===== config.mk =====
export PLATFORM = sky130hd
export DESIGN_NAME = sram_1r1w_ctrl_flat
export DESIGN_NICKNAME = d
export VERILOG_FILES = /design/src/rtl/sram_1r1w_ctrl_pkg.sv /design/src/rtl/sram_1r1w_ctrl_if.sv /design/src/rtl/sram_1r1w_ctrl_rdata_buf.sv /design/src/rtl/sram_1r1w_ctrl.sv /design/src/flat_wrapper.sv
export SDC_FILE = /design/constraint.sdc
export NUM_CORES = 1
export LEC_CHECK = 0
export ABC_AREA = 0
export CORE_AREA = 2 2 156 158
export DETAILED_ROUTE_END_ITERATION = 12
export DIE_AREA = 0 0 158 160
export PLACE_DENSITY = 0.72
export SLEW_MARGIN = 20
export SYNTH_ARGS = -nofsm -noshare
export SYNTH_HDL_FRONTEND = slang
export SYNTH_SLANG_ARGS = --single-unit

===== constraint.sdc =====
create_clock -name clk -period 4.6 [get_ports clk]
set_clock_uncertainty 0.2 [all_clocks]
set_input_delay 0.92 -clock clk [delete_from_list [all_inputs] [get_ports clk]]
set_output_delay 0.92 -clock clk [all_outputs]
set_load 0.05 [all_outputs]

===== src/rtl/sram_1r1w_ctrl_pkg.sv =====
// Shared types and widths for the 1R1W SRAM front-end controller.
// Holds the controller state type and an address-compare helper.
package sram_ctrl_pkg;

    typedef enum logic {
        INIT = 1'b0,
        RUN  = 1'b1
    } ctrl_state_e;

    localparam int DATA_W     = 64;
    localparam int ADDR_W     = 9;
    localparam int MASK_W     = DATA_W / 8;
    localparam int DEPTH      = 1 << ADDR_W;
    localparam int ADDR_MAX_W = 32;

    function automatic logic addr_hit(
        input logic [ADDR_MAX_W-1:0] a,
        input logic [ADDR_MAX_W-1:0] b
    );
        return a == b;
    endfunction

endpackage


===== src/rtl/sram_1r1w_ctrl_if.sv =====
// Client-side bundle: two write requesters, one read requester
// and the read-data return channel.
interface sram_1r1w_ctrl_if #(
    parameter int AW = sram_ctrl_pkg::ADDR_W,
    parameter int DW = sram_ctrl_pkg::DATA_W,
    parameter int MW = sram_ctrl_pkg::MASK_W
);
    logic          wa_valid;
    logic          wa_ready;
    logic [AW-1:0] wa_addr;
    logic [DW-1:0] wa_data;
    logic [MW-1:0] wa_mask;
    logic          wb_valid;
    logic          wb_ready;
    logic [AW-1:0] wb_addr;
    logic [DW-1:0] wb_data;
    logic [MW-1:0] wb_mask;
    logic          rd_valid;
    logic          rd_ready;
    logic [AW-1:0] rd_addr;
    logic          rd_rvalid;
    logic          rd_rready;
    logic [DW-1:0] rd_rdata;

    modport master (
        output wa_valid, wa_addr, wa_data, wa_mask,
        output wb_valid, wb_addr, wb_data, wb_mask,
        output rd_valid, rd_addr, rd_rready,
        input  wa_ready, wb_ready, rd_ready,
        input  rd_rvalid, rd_rdata
    );

    modport slave (
        input  wa_valid, wa_addr, wa_data, wa_mask,
        input  wb_valid, wb_addr, wb_data, wb_mask,
        input  rd_valid, rd_addr, rd_rready,
        output wa_ready, wb_ready, rd_ready,
        output rd_rvalid, rd_rdata
    );
endinterface


===== src/rtl/sram_1r1w_ctrl_rdata_buf.sv =====
// Two-entry read-data FIFO; head is presented on o_data.
// o_valid is a flop so the downstream valid is glitch-free.
module sram_rdata_buf #(
    parameter int DW = 64
) (
    input  logic          clk,
    input  logic          rst_n,
    input  logic          i_push,
    input  logic [DW-1:0] i_data,
    input  logic          i_pop,
    output logic          o_valid,
    output logic [DW-1:0] o_data,
    output logic [1:0]    o_count
);
    logic [DW-1:0] r_mem [2];
    logic          r_wr_ptr;
    logic          r_rd_ptr;
    logic [1:0]    r_count;
    logic          r_valid;
    logic          w_pop;
    logic [1:0]    w_count_nxt;

    assign w_pop = i_pop & r_valid;

    always_comb begin
        w_count_nxt = r_count;
        unique case ({i_push, w_pop})
            2'b10:   w_count_nxt = r_count + 2'd1;
            2'b01:   w_count_nxt = r_count - 2'd1;
            default: w_count_nxt = r_count;
        endcase
    end

    always_ff @(posedge clk or negedge rst_n) begin
        if (!rst_n) begin
            r_mem[0] <= '0;
            r_mem[1] <= '0;
            r_wr_ptr <= 1'b0;
            r_rd_ptr <= 1'b0;
            r_count  <= 2'd0;
            r_valid  <= 1'b0;
        end else begin
            if (i_push) begin
                r_mem[r_wr_ptr] <= i_data;
                r_wr_ptr        <= ~r_wr_ptr;
            end
            if (w_pop) begin
                r_rd_ptr <= ~r_rd_ptr;
            end
            r_count <= w_count_nxt;
            r_valid <= (w_count_nxt != 2'd0);
        end
    end

    assign o_valid = r_valid;
    assign o_data  = r_mem[r_rd_ptr];
    assign o_count = r_count;
endmodule


===== src/rtl/sram_1r1w_ctrl.sv =====
// Front-end for a 1R1W SRAM macro: zero-fill after reset, round-robin
// write arbitration, same-address read stall and buffered read return.
module sram_1r1w_ctrl
    import sram_ctrl_pkg::*;
#(
    parameter int DATA_WIDTH = DATA_W,
    parameter int ADDR_WIDTH = ADDR_W,
    parameter int NUM_WMASKS = DATA_WIDTH / 8,
    parameter bit INIT_ZERO  = 1'b1
) (
    input  logic                  clk,
    input  logic                  rst_n,
    sram_1r1w_ctrl_if.slave       bus,
    output logic                  init_done,
    output logic                  csb0,
    output logic [ADDR_WIDTH-1:0] addr0,
    output logic [NUM_WMASKS-1:0] wmask0,
    output logic [DATA_WIDTH-1:0] din0,
    output logic                  csb1,
    output logic [ADDR_WIDTH-1:0] addr1,
    input  logic [DATA_WIDTH-1:0] dout1
);
    localparam logic [ADDR_WIDTH-1:0] LAST_ADDR = '1;

    ctrl_state_e           r_state;
    ctrl_state_e           w_state_nxt;
    logic [ADDR_WIDTH-1:0] r_init_cnt;
    logic                  r_last_b;
    logic                  r_inflight;
    logic                  w_run;
    logic                  w_init_wr;
    logic                  w_gnt_a;
    logic                  w_gnt_b;
    logic                  w_gnt;
    logic                  w_hazard;
    logic                  w_rd_acc;
    logic [ADDR_WIDTH-1:0] w_waddr;
    logic [DATA_WIDTH-1:0] w_wdata;
    logic [NUM_WMASKS-1:0] w_wmask;
    logic [1:0]            w_count;
    logic [1:0]            w_occ;
    logic                  w_rvalid;
    logic [DATA_WIDTH-1:0] w_rdata;

    always_ff @(posedge clk or negedge rst_n) begin
        if (!rst_n) r_state <= INIT;
        else        r_state <= w_state_nxt;
    end

    // rst_n gates the fill write so the macro port idles during reset
    always_comb begin
        w_state_nxt = r_state;
        w_init_wr   = 1'b0;
        unique case (r_state)
            INIT: begin
                w_init_wr = INIT_ZERO & rst_n;
                if (!INIT_ZERO || r_init_cnt == LAST_ADDR)
                    w_state_nxt = RUN;
            end
            RUN: w_state_nxt = RUN;
        endcase
    end

    always_ff @(posedge clk or negedge rst_n) begin
        if (!rst_n)
            r_init_cnt <= '0;
        else if (r_state == INIT)
            r_init_cnt <= r_init_cnt + ADDR_WIDTH'(1);
    end

    assign w_run   = (r_state == RUN);
    assign w_gnt_a = w_run & bus.wa_valid & (~bus.wb_valid | r_last_b);
    assign w_gnt_b = w_run & bus.wb_valid & (~bus.wa_valid | ~r_last_b);
    assign w_gnt   = w_gnt_a | w_gnt_b;

    always_ff @(posedge clk or negedge rst_n) begin
        if (!rst_n)       r_last_b <= 1'b1;
        else if (w_gnt_a) r_last_b <= 1'b0;
        else if (w_gnt_b) r_last_b <= 1'b1;
    end

    always_comb begin
        w_waddr = '0;
        w_wdata = '0;
        w_wmask = '0;
        unique case (1'b1)
            w_init_wr: begin
                w_waddr = r_init_cnt;
                w_wmask = '1;
            end
            w_gnt_a: begin
                w_waddr = bus.wa_addr;
                w_wdata = bus.wa_data;
                w_wmask = bus.wa_mask;
            end
            w_gnt_b: begin
                w_waddr = bus.wb_addr;
                w_wdata = bus.wb_data;
                w_wmask = bus.wb_mask;
            end
            default: ;
        endcase
    end

    assign w_hazard = w_gnt & addr_hit(ADDR_MAX_W'(w_waddr),
                                       ADDR_MAX_W'(bus.rd_addr));
    assign w_occ    = w_count + {1'b0, r_inflight};

    assign bus.wa_ready = w_gnt_a;
    assign bus.wb_ready = w_gnt_b;
    assign bus.rd_ready = w_run & (w_occ < 2'd2) & ~w_hazard;
    assign w_rd_acc     = bus.rd_valid & bus.rd_ready;

    assign csb0   = ~(w_init_wr | w_gnt);
    assign addr0  = w_waddr;
    assign wmask0 = w_wmask;
    assign din0   = w_wdata;
    assign csb1   = ~w_rd_acc;
    assign addr1  = w_rd_acc ? bus.rd_addr : '0;

    always_ff @(posedge clk or negedge rst_n) begin
        if (!rst_n) r_inflight <= 1'b0;
        else        r_inflight <= w_rd_acc;
    end

    sram_rdata_buf #(
        .DW (DATA_WIDTH)
    ) u_rbuf (
        .clk     (clk),
        .rst_n   (rst_n),
        .i_push  (r_inflight),
        .i_data  (dout1),
        .i_pop   (bus.rd_rready),
        .o_valid (w_rvalid),
        .o_data  (w_rdata),
        .o_count (w_count)
    );

    assign bus.rd_rvalid = w_rvalid;
    assign bus.rd_rdata  = w_rdata;
    assign init_done     = w_run;
endmodule


===== src/flat_wrapper.sv =====
// flat-port wrapper written by rule: the top's interface ports become plain ports
module sram_1r1w_ctrl_flat import sram_ctrl_pkg::*;
#(
    parameter int DATA_WIDTH = DATA_W,
    parameter int ADDR_WIDTH = ADDR_W,
    parameter int NUM_WMASKS = DATA_WIDTH / 8,
    parameter bit INIT_ZERO  = 1'b1
)
  (clk, rst_n, init_done, csb0, addr0, wmask0, din0, csb1, addr1, dout1, bus_wa_valid, bus_wa_addr, bus_wa_data, bus_wa_mask, bus_wb_valid, bus_wb_addr, bus_wb_data, bus_wb_mask, bus_rd_valid, bus_rd_addr, bus_rd_rready, bus_wa_ready, bus_wb_ready, bus_rd_ready, bus_rd_rvalid, bus_rd_rdata);
  sram_1r1w_ctrl_if bus_i ();
  input  logic clk;
  input  logic rst_n;
  output logic init_done;
  output logic csb0;
  output logic [ADDR_WIDTH-1:0] addr0;
  output logic [NUM_WMASKS-1:0] wmask0;
  output logic [DATA_WIDTH-1:0] din0;
  output logic csb1;
  output logic [ADDR_WIDTH-1:0] addr1;
  input  logic [DATA_WIDTH-1:0] dout1;
  input wire logic [$bits(bus_i.wa_valid)-1:0] bus_wa_valid;
  input wire logic [$bits(bus_i.wa_addr)-1:0] bus_wa_addr;
  input wire logic [$bits(bus_i.wa_data)-1:0] bus_wa_data;
  input wire logic [$bits(bus_i.wa_mask)-1:0] bus_wa_mask;
  input wire logic [$bits(bus_i.wb_valid)-1:0] bus_wb_valid;
  input wire logic [$bits(bus_i.wb_addr)-1:0] bus_wb_addr;
  input wire logic [$bits(bus_i.wb_data)-1:0] bus_wb_data;
  input wire logic [$bits(bus_i.wb_mask)-1:0] bus_wb_mask;
  input wire logic [$bits(bus_i.rd_valid)-1:0] bus_rd_valid;
  input wire logic [$bits(bus_i.rd_addr)-1:0] bus_rd_addr;
  input wire logic [$bits(bus_i.rd_rready)-1:0] bus_rd_rready;
  output wire logic [$bits(bus_i.wa_ready)-1:0] bus_wa_ready;
  output wire logic [$bits(bus_i.wb_ready)-1:0] bus_wb_ready;
  output wire logic [$bits(bus_i.rd_ready)-1:0] bus_rd_ready;
  output wire logic [$bits(bus_i.rd_rvalid)-1:0] bus_rd_rvalid;
  output wire logic [$bits(bus_i.rd_rdata)-1:0] bus_rd_rdata;
  assign bus_i.wa_valid = bus_wa_valid;
  assign bus_i.wa_addr = bus_wa_addr;
  assign bus_i.wa_data = bus_wa_data;
  assign bus_i.wa_mask = bus_wa_mask;
  assign bus_i.wb_valid = bus_wb_valid;
  assign bus_i.wb_addr = bus_wb_addr;
  assign bus_i.wb_data = bus_wb_data;
  assign bus_i.wb_mask = bus_wb_mask;
  assign bus_i.rd_valid = bus_rd_valid;
  assign bus_i.rd_addr = bus_rd_addr;
  assign bus_i.rd_rready = bus_rd_rready;
  assign bus_wa_ready = bus_i.wa_ready;
  assign bus_wb_ready = bus_i.wb_ready;
  assign bus_rd_ready = bus_i.rd_ready;
  assign bus_rd_rvalid = bus_i.rd_rvalid;
  assign bus_rd_rdata = bus_i.rd_rdata;
  sram_1r1w_ctrl #(.DATA_WIDTH(DATA_WIDTH), .ADDR_WIDTH(ADDR_WIDTH), .NUM_WMASKS(NUM_WMASKS), .INIT_ZERO(INIT_ZERO)) u_core (.clk(clk), .rst_n(rst_n), .bus(bus_i), .init_done(init_done), .csb0(csb0), .addr0(addr0), .wmask0(wmask0), .din0(din0), .csb1(csb1), .addr1(addr1), .dout1(dout1));
endmodule

; Word level (Yosys, flattened, before mapping)
; Cells that the tools add are included.
[op_classes]
add_sub_neg = 4
magnitude_cmp = 4
n_eq_ne = 4
n_mux = 16
bitwise = 24
reduce_logical = 3
[ops]
columns = cell, count
row1 = $mux W64, 4
row2 = $bwmux W128, 1
row3 = $pmux W64 S2, 1
row4 = $demux W64 S1, 1
row5 = $pmux W9 S3, 1
row6 = $pmux W8 S3, 1
row7 = $add A9 B1 Y9 const B, 1
row8 = $and A1 B1 Y1, 9
row9 = $eq A9 B9 Y1, 1
row10 = $eq A9 B9 Y1 const B, 1
row11 = $mux W9, 1
row12 = $not A1 Y1, 9
row13 = $ge A2 B2 Y1 const B, 2
row14 = $mux W1, 4
row15 = $not A1 Y2, 2
row16 = $or A1 B1 Y1, 4
row17 = $pmux W2 S2, 1
row18 = $reduce_bool A2 Y1, 2
row19 = $add A2 B1 Y2, 1
row20 = $add A2 B1 Y2 const B, 1
row21 = $eq A2 B1 Y1 const B, 1
row22 = $eq A2 B2 Y1 const B, 1
row23 = $lt A2 B1 Y1 const B, 1
row24 = $lt A2 B2 Y1 const B, 1
row25 = other kinds (3), 3
[totals]
register_bits = 145
input_bits = 241
word_cells = 65

; Logic depth before layout (Yosys ltp)
[depth]
ltp_word = 10
ltp_mapped = 8

; Cells and area by module
; Synthesis repeated with hierarchy kept, for this count alone.
[hier_totals]
cells_unflattened = 586
hier_area_um2 = 7659.8
[modules_own_cells]
columns = module, instances, cells_each, area_per_inst_um2, seq_area_each_um2
row1 = sram_rdata_buf, 1, 359, 5823.1, 3328.2
row2 = sram_1r1w_ctrl, 1, 227, 1836.8, 301.5

; Worst setup path after synthesis
; OpenSTA, ideal clock, no wires.
[synth_path]
path_type = input -> output
start = input bus_wa_valid
end = output addr1[0]
arrival_time_ns = 3.191
setup_slack_ns = 0.289
path_stages = 8
path_cell_list = and2_1 buf_4 a32oi_1 a21oi_1 o221ai_1 nor4_4 buf_6 nor3b_1
[synth_via]
elab_chain_len = 10
[synth_rtl]
columns = item, line_no
row1 = from (decl), flat_wrapper.sv:21  ; input wire logic [$bits(bus_i.wa_valid)-1:0] bus_wa_valid;
row2 = $not A1 Y1, sram_1r1w_ctrl.sv:73  ; assign w_gnt_b = w_run & bus.wb_valid & (~bus.wa_valid | ~r_last_b);
row3 = $or A1 B1 Y1, sram_1r1w_ctrl.sv:73
row4 = $and A1 B1 Y1, sram_1r1w_ctrl.sv:73
row5 = $pmux W9 S3, sram_1r1w_ctrl.sv:86  ; unique case (1'b1)
row6 = $eq A9 B9 Y1, sram_1r1w_ctrl_pkg.sv:20  ; return a == b;
row7 = $and A1 B1 Y1 (*), sram_1r1w_ctrl.sv:105  ; assign w_hazard = w_gnt & addr_hit(ADDR_MAX_W'(w_waddr),
row8 = $not A1 Y1 (*), sram_1r1w_ctrl.sv:111  ; assign bus.rd_ready = w_run & (w_occ < 2'd2) & ~w_hazard;
row9 = $and A1 B1 Y1 (*), sram_1r1w_ctrl.sv:111
row10 = $and A1 B1 Y1 (*), sram_1r1w_ctrl.sv:112  ; assign w_rd_acc = bus.rd_valid & bus.rd_ready;
row11 = $mux W9 (*), sram_1r1w_ctrl.sv:119  ; assign addr1 = w_rd_acc ? bus.rd_addr : '0;
row12 = to (decl), flat_wrapper.sv:19  ; output logic [ADDR_WIDTH-1:0] addr1;
; Mark *: on every way between the ends. The rest lies on a longest branch, timed or not.

; Worst setup path in the final report
[layout_path]
start = input bus_wa_valid
end = output csb1
[layout_via]
elab_chain_len = 10
[layout_rtl]
columns = item, line_no
row1 = $not A1 Y1, sram_1r1w_ctrl.sv:73
row2 = $or A1 B1 Y1, sram_1r1w_ctrl.sv:73
row3 = $and A1 B1 Y1, sram_1r1w_ctrl.sv:73
row4 = $pmux W9 S3, sram_1r1w_ctrl.sv:86
row5 = $eq A9 B9 Y1, sram_1r1w_ctrl_pkg.sv:20
row6 = $and A1 B1 Y1 (*), sram_1r1w_ctrl.sv:105
row7 = $not A1 Y1 (*), sram_1r1w_ctrl.sv:111
row8 = $and A1 B1 Y1 (*), sram_1r1w_ctrl.sv:111
row9 = $and A1 B1 Y1 (*), sram_1r1w_ctrl.sv:112
row10 = $not A1 Y1 (*), sram_1r1w_ctrl.sv:118  ; assign csb1 = ~w_rd_acc;
row11 = to (decl), flat_wrapper.sv:18  ; output logic csb1;
; Marks and branches as above.

==> results.toml <==
[run_status]
status = "finished, final reports clean"

[clocking]
cts.sinks = 145
clkLatencyLatePin_ps = 420
cts_hold_buf = 0
h-tree-depth = 4
cts_buffer_depth = 2
path_clk_slew_ps = 60
cts_tree = "done"
cts_root_buffer = "clkbuf_16"
cts_made_buffers = 17

[layout]
area_growth_pct = 77.8
multiInputGateArea_um2 = 3640
ff_latch_area_um2 = 3630
final_nets = 1218
drive_above_1_share_pct = 37.0
nFillCells = 2045

[placement]
place_ws_ps = 36.9
dp_hpwl_um = 24100
port_buffers = 401
gp_congestion = 0.910

[setup_path]
path_max_fanout = 7
critical-path-max-stage-delay_ps = 550
arrival_ps = 3360
critPathKind = "in -> out"
cp-end-kind = "output port"
critPathSlowestCell = "or4_4"
worstPathRequired_ps = 3480
worstPathCellList = "clkdlybuf4s50_1, and2_4, a32oi_2, buf_4, a21oi_1, or4_4, nor4_4, buf_4, or2_1, buf_12"
crit_top_cell = "buf_4"
critPathLaunchType = "input port"

[grt]
overflow = 0
grt_pass1_vias = 6652
antenna_found_initial = 9
grt_usage_pct = 23.5
grt_max_degree = 146
grt_pass1_wl_um = 43100

[sta]
max_freq_ghz = 0.223
finalCriticalPeriod_ps = 4480
setup_violations = 0
rsz0062_at_grt = "no"
finalHoldWorstSlack_ps = 302
period_share_pct = 97.3
worstMarginPinSlew_ps = 803
fin_setup_tns_ps = 0
hold_viol = 0
slew_viol_final = 0
finalWorstSetupSlack_ps = 124
slew_headroom_pct = 46.5

[power]
peakVddDrop_mv = 0.284
p_int_mw = 2.86
p_switching_mw = 1.60
comb_power_share_pct = 38.4
swShare_pct = 35.9
clockPowerShare_pct = 30.8
power.density_nw_per_um2 = 338
p_leak_nw = 5.68
p_seq_share_pct = 30.9

[floorplanning]
dieArea_um2 = 25300
top_level_ports = 402
core-area_um2 = 23800
fp.dieH_um = 160
die_w_um = 158
start_util_pct = 31.1
num_rows = 57

[yosys]
synth-edff-count = 0
synth_seq_cells = 145
synth_flop_cell = "dfrtp_1"
synth_area_um2 = 7410
synth_area_leaders = "dfrtp_1 49%, mux2_2 29%, a22o_1 7.6%"
synth_nets = 818
synth_largest_area_cell = "dfrtp_1"
synthTopCellsByCount = "194 x mux2_2, 144 x dfrtp_1, 64 x a22o_1"
yosysWarnings = 0
synth_cell_types = 42
synthCells = 574
synth_top_area_share_pct = 48.6
yosysMostFrequentCell = "mux2_2"
yosysSeqAreaShare_pct = 49.0
post_synth.cell_area_avg_um2 = 12.9
synthArstFlopShare_pct = 100

[detailed_routing]
drc_errors = 0
totalWireLength_um = 30700
via_per_inst = 4.94
wl_per_cell_um = 23.3
ant_nets = 0
firstDrtPassIters = 5
vias = 6491
drt_iter0_markers = 436

[min_path]
hold_path_class = "reg -> reg"

[job]
maxCapViolCount = 0
-- state kept, by name, indices dropped and copies added (netlist names) --
signal,count
u_core.init_done,1
u_core.r_inflight,1
u_core.r_init_cnt,9
u_core.r_last_b,1
u_core.u_rbuf.o_count,2
u_core.u_rbuf.o_valid,1
u_core.u_rbuf.r_mem,128
u_core.u_rbuf.r_rd_ptr,1
u_core.u_rbuf.r_wr_ptr,1
-- power by group through the flow --
stage          registers [mW]  clock network [mW]  logic, mW
2_1_floorplan            1.38                   0       1.03
3_3_place_gp             1.40                   0       1.71
6_report                 1.38                1.37       1.71
4_1_cts                  1.38                1.40       1.72
5_1_grt                  1.38                1.47       1.77
3_5_place_dp             1.40                   0       1.71
-- worst max-delay path: cells and delay by family --
family / cells / cell delay, ps
and+or+nand+nor: 4 / 1200
AOI/OAI and AO/OA: 2 / 270
buffers and inverters: 4 / 960
-- layout by cell type (no fill, tap or decap), types with 3 or more instances in the layout --
master           count
nor2_1               9
nand2_1             13
a32oi_1              4
a21oi_1              8
inv_1                4
a32oi_2              3
clkbuf_16           17
diode_2              3
inv_6                3
xor2_1               6
xnor2_1              7
nor3b_1              8
ha_1                 3
nand4_1              3
buf_4               44
clkdlybuf4s50_1    305
dfrtp_1            143
and3_1               8
a22o_1              64
mux2_2             194
buf_12              75
nand3_1             12
clkbuf_8             3
a221o_1              8
-- worst paths after layout --
check | from | to | slack, ps | depth (start not counted)
worst max-delay path | bus_wa_valid | csb1 | 120 | 10
worst min-delay path | u_core.u_rbuf.r_mem[46] | u_core.u_rbuf.r_mem[46] | 300 | 1
worst max register to register | u_core.init_done | u_core.r_inflight | 1780 | 10
worst min register to register | u_core.u_rbuf.r_mem[46] | u_core.u_rbuf.r_mem[46] | 300 | 1
max in group asynchronous | rst_n | u_core.u_rbuf.r_mem[78] | 3130 | 2
min in group asynchronous | rst_n | u_core.u_rbuf.r_wr_ptr | 430 | 2
-- repair_timing --
action / 4_1_cts / 5_1_grt
setup buffers: 0 / 1
setup endpoints to repair: 0 / 11
resized for setup: 0 / 10
-- kinds of logic (layout without fill, tap and decap cells) --
| kind of cell | after synthesis | count (layout) | share of synthesized area, % |
|---|---|---|---|
| buf+inv | 48 | 461 | 2.73 |
| xor+xnor | 13 | 13 | 1.54 |
| other cells | 0 | 3 | 0 |
| simple gates | 77 | 77 | 6.06 |
| compound gates | 94 | 94 | 10.7 |
| mux | 194 | 194 | 29.5 |
| flops | 145 | 145 | 49.0 |
| fa+ha+maj | 3 | 3 | 0.506 |
-- layer usage --
metal / share of wire, % / track usage (%) / vias up / wire, um
li1: - / - / 2966 / -
met1: 43 / 31.8 / 3183 / 13100
met2: 45 / 35.9 / 295 / 13900
met3: 11 / 9.53 / 35 / 3260
met4: 1.2 / 4.50 / 12 / 375
met5: 0.25 / 0 / - / 78
-- through the flow --
stage	utilization, %	instances	total power, mW	cell area [um^2]
after floorplan	-	574	2.40	7410
after global placement	52.6	1278	3.11	12500
after detailed placement	52.6	1278	3.11	12500
after CTS	55.1	1310	4.50	13100
after global routing	55.3	1312	4.63	13200
final	55.3	1314	4.46	13200
-- layout make-up --
type	count	share of cell area, %
Inverter	4	0.114
Timing Repair Buffer	425	37.1
Sequential cell	145	27.5
Clock inverter	12	0.921
Clock buffer	20	3.54
Antenna cell	3	0.0569
Tap cell	324	3.08
Multi-Input combinational cell	381	27.6
Note: power is estimated with default switching activity, not from simulation.
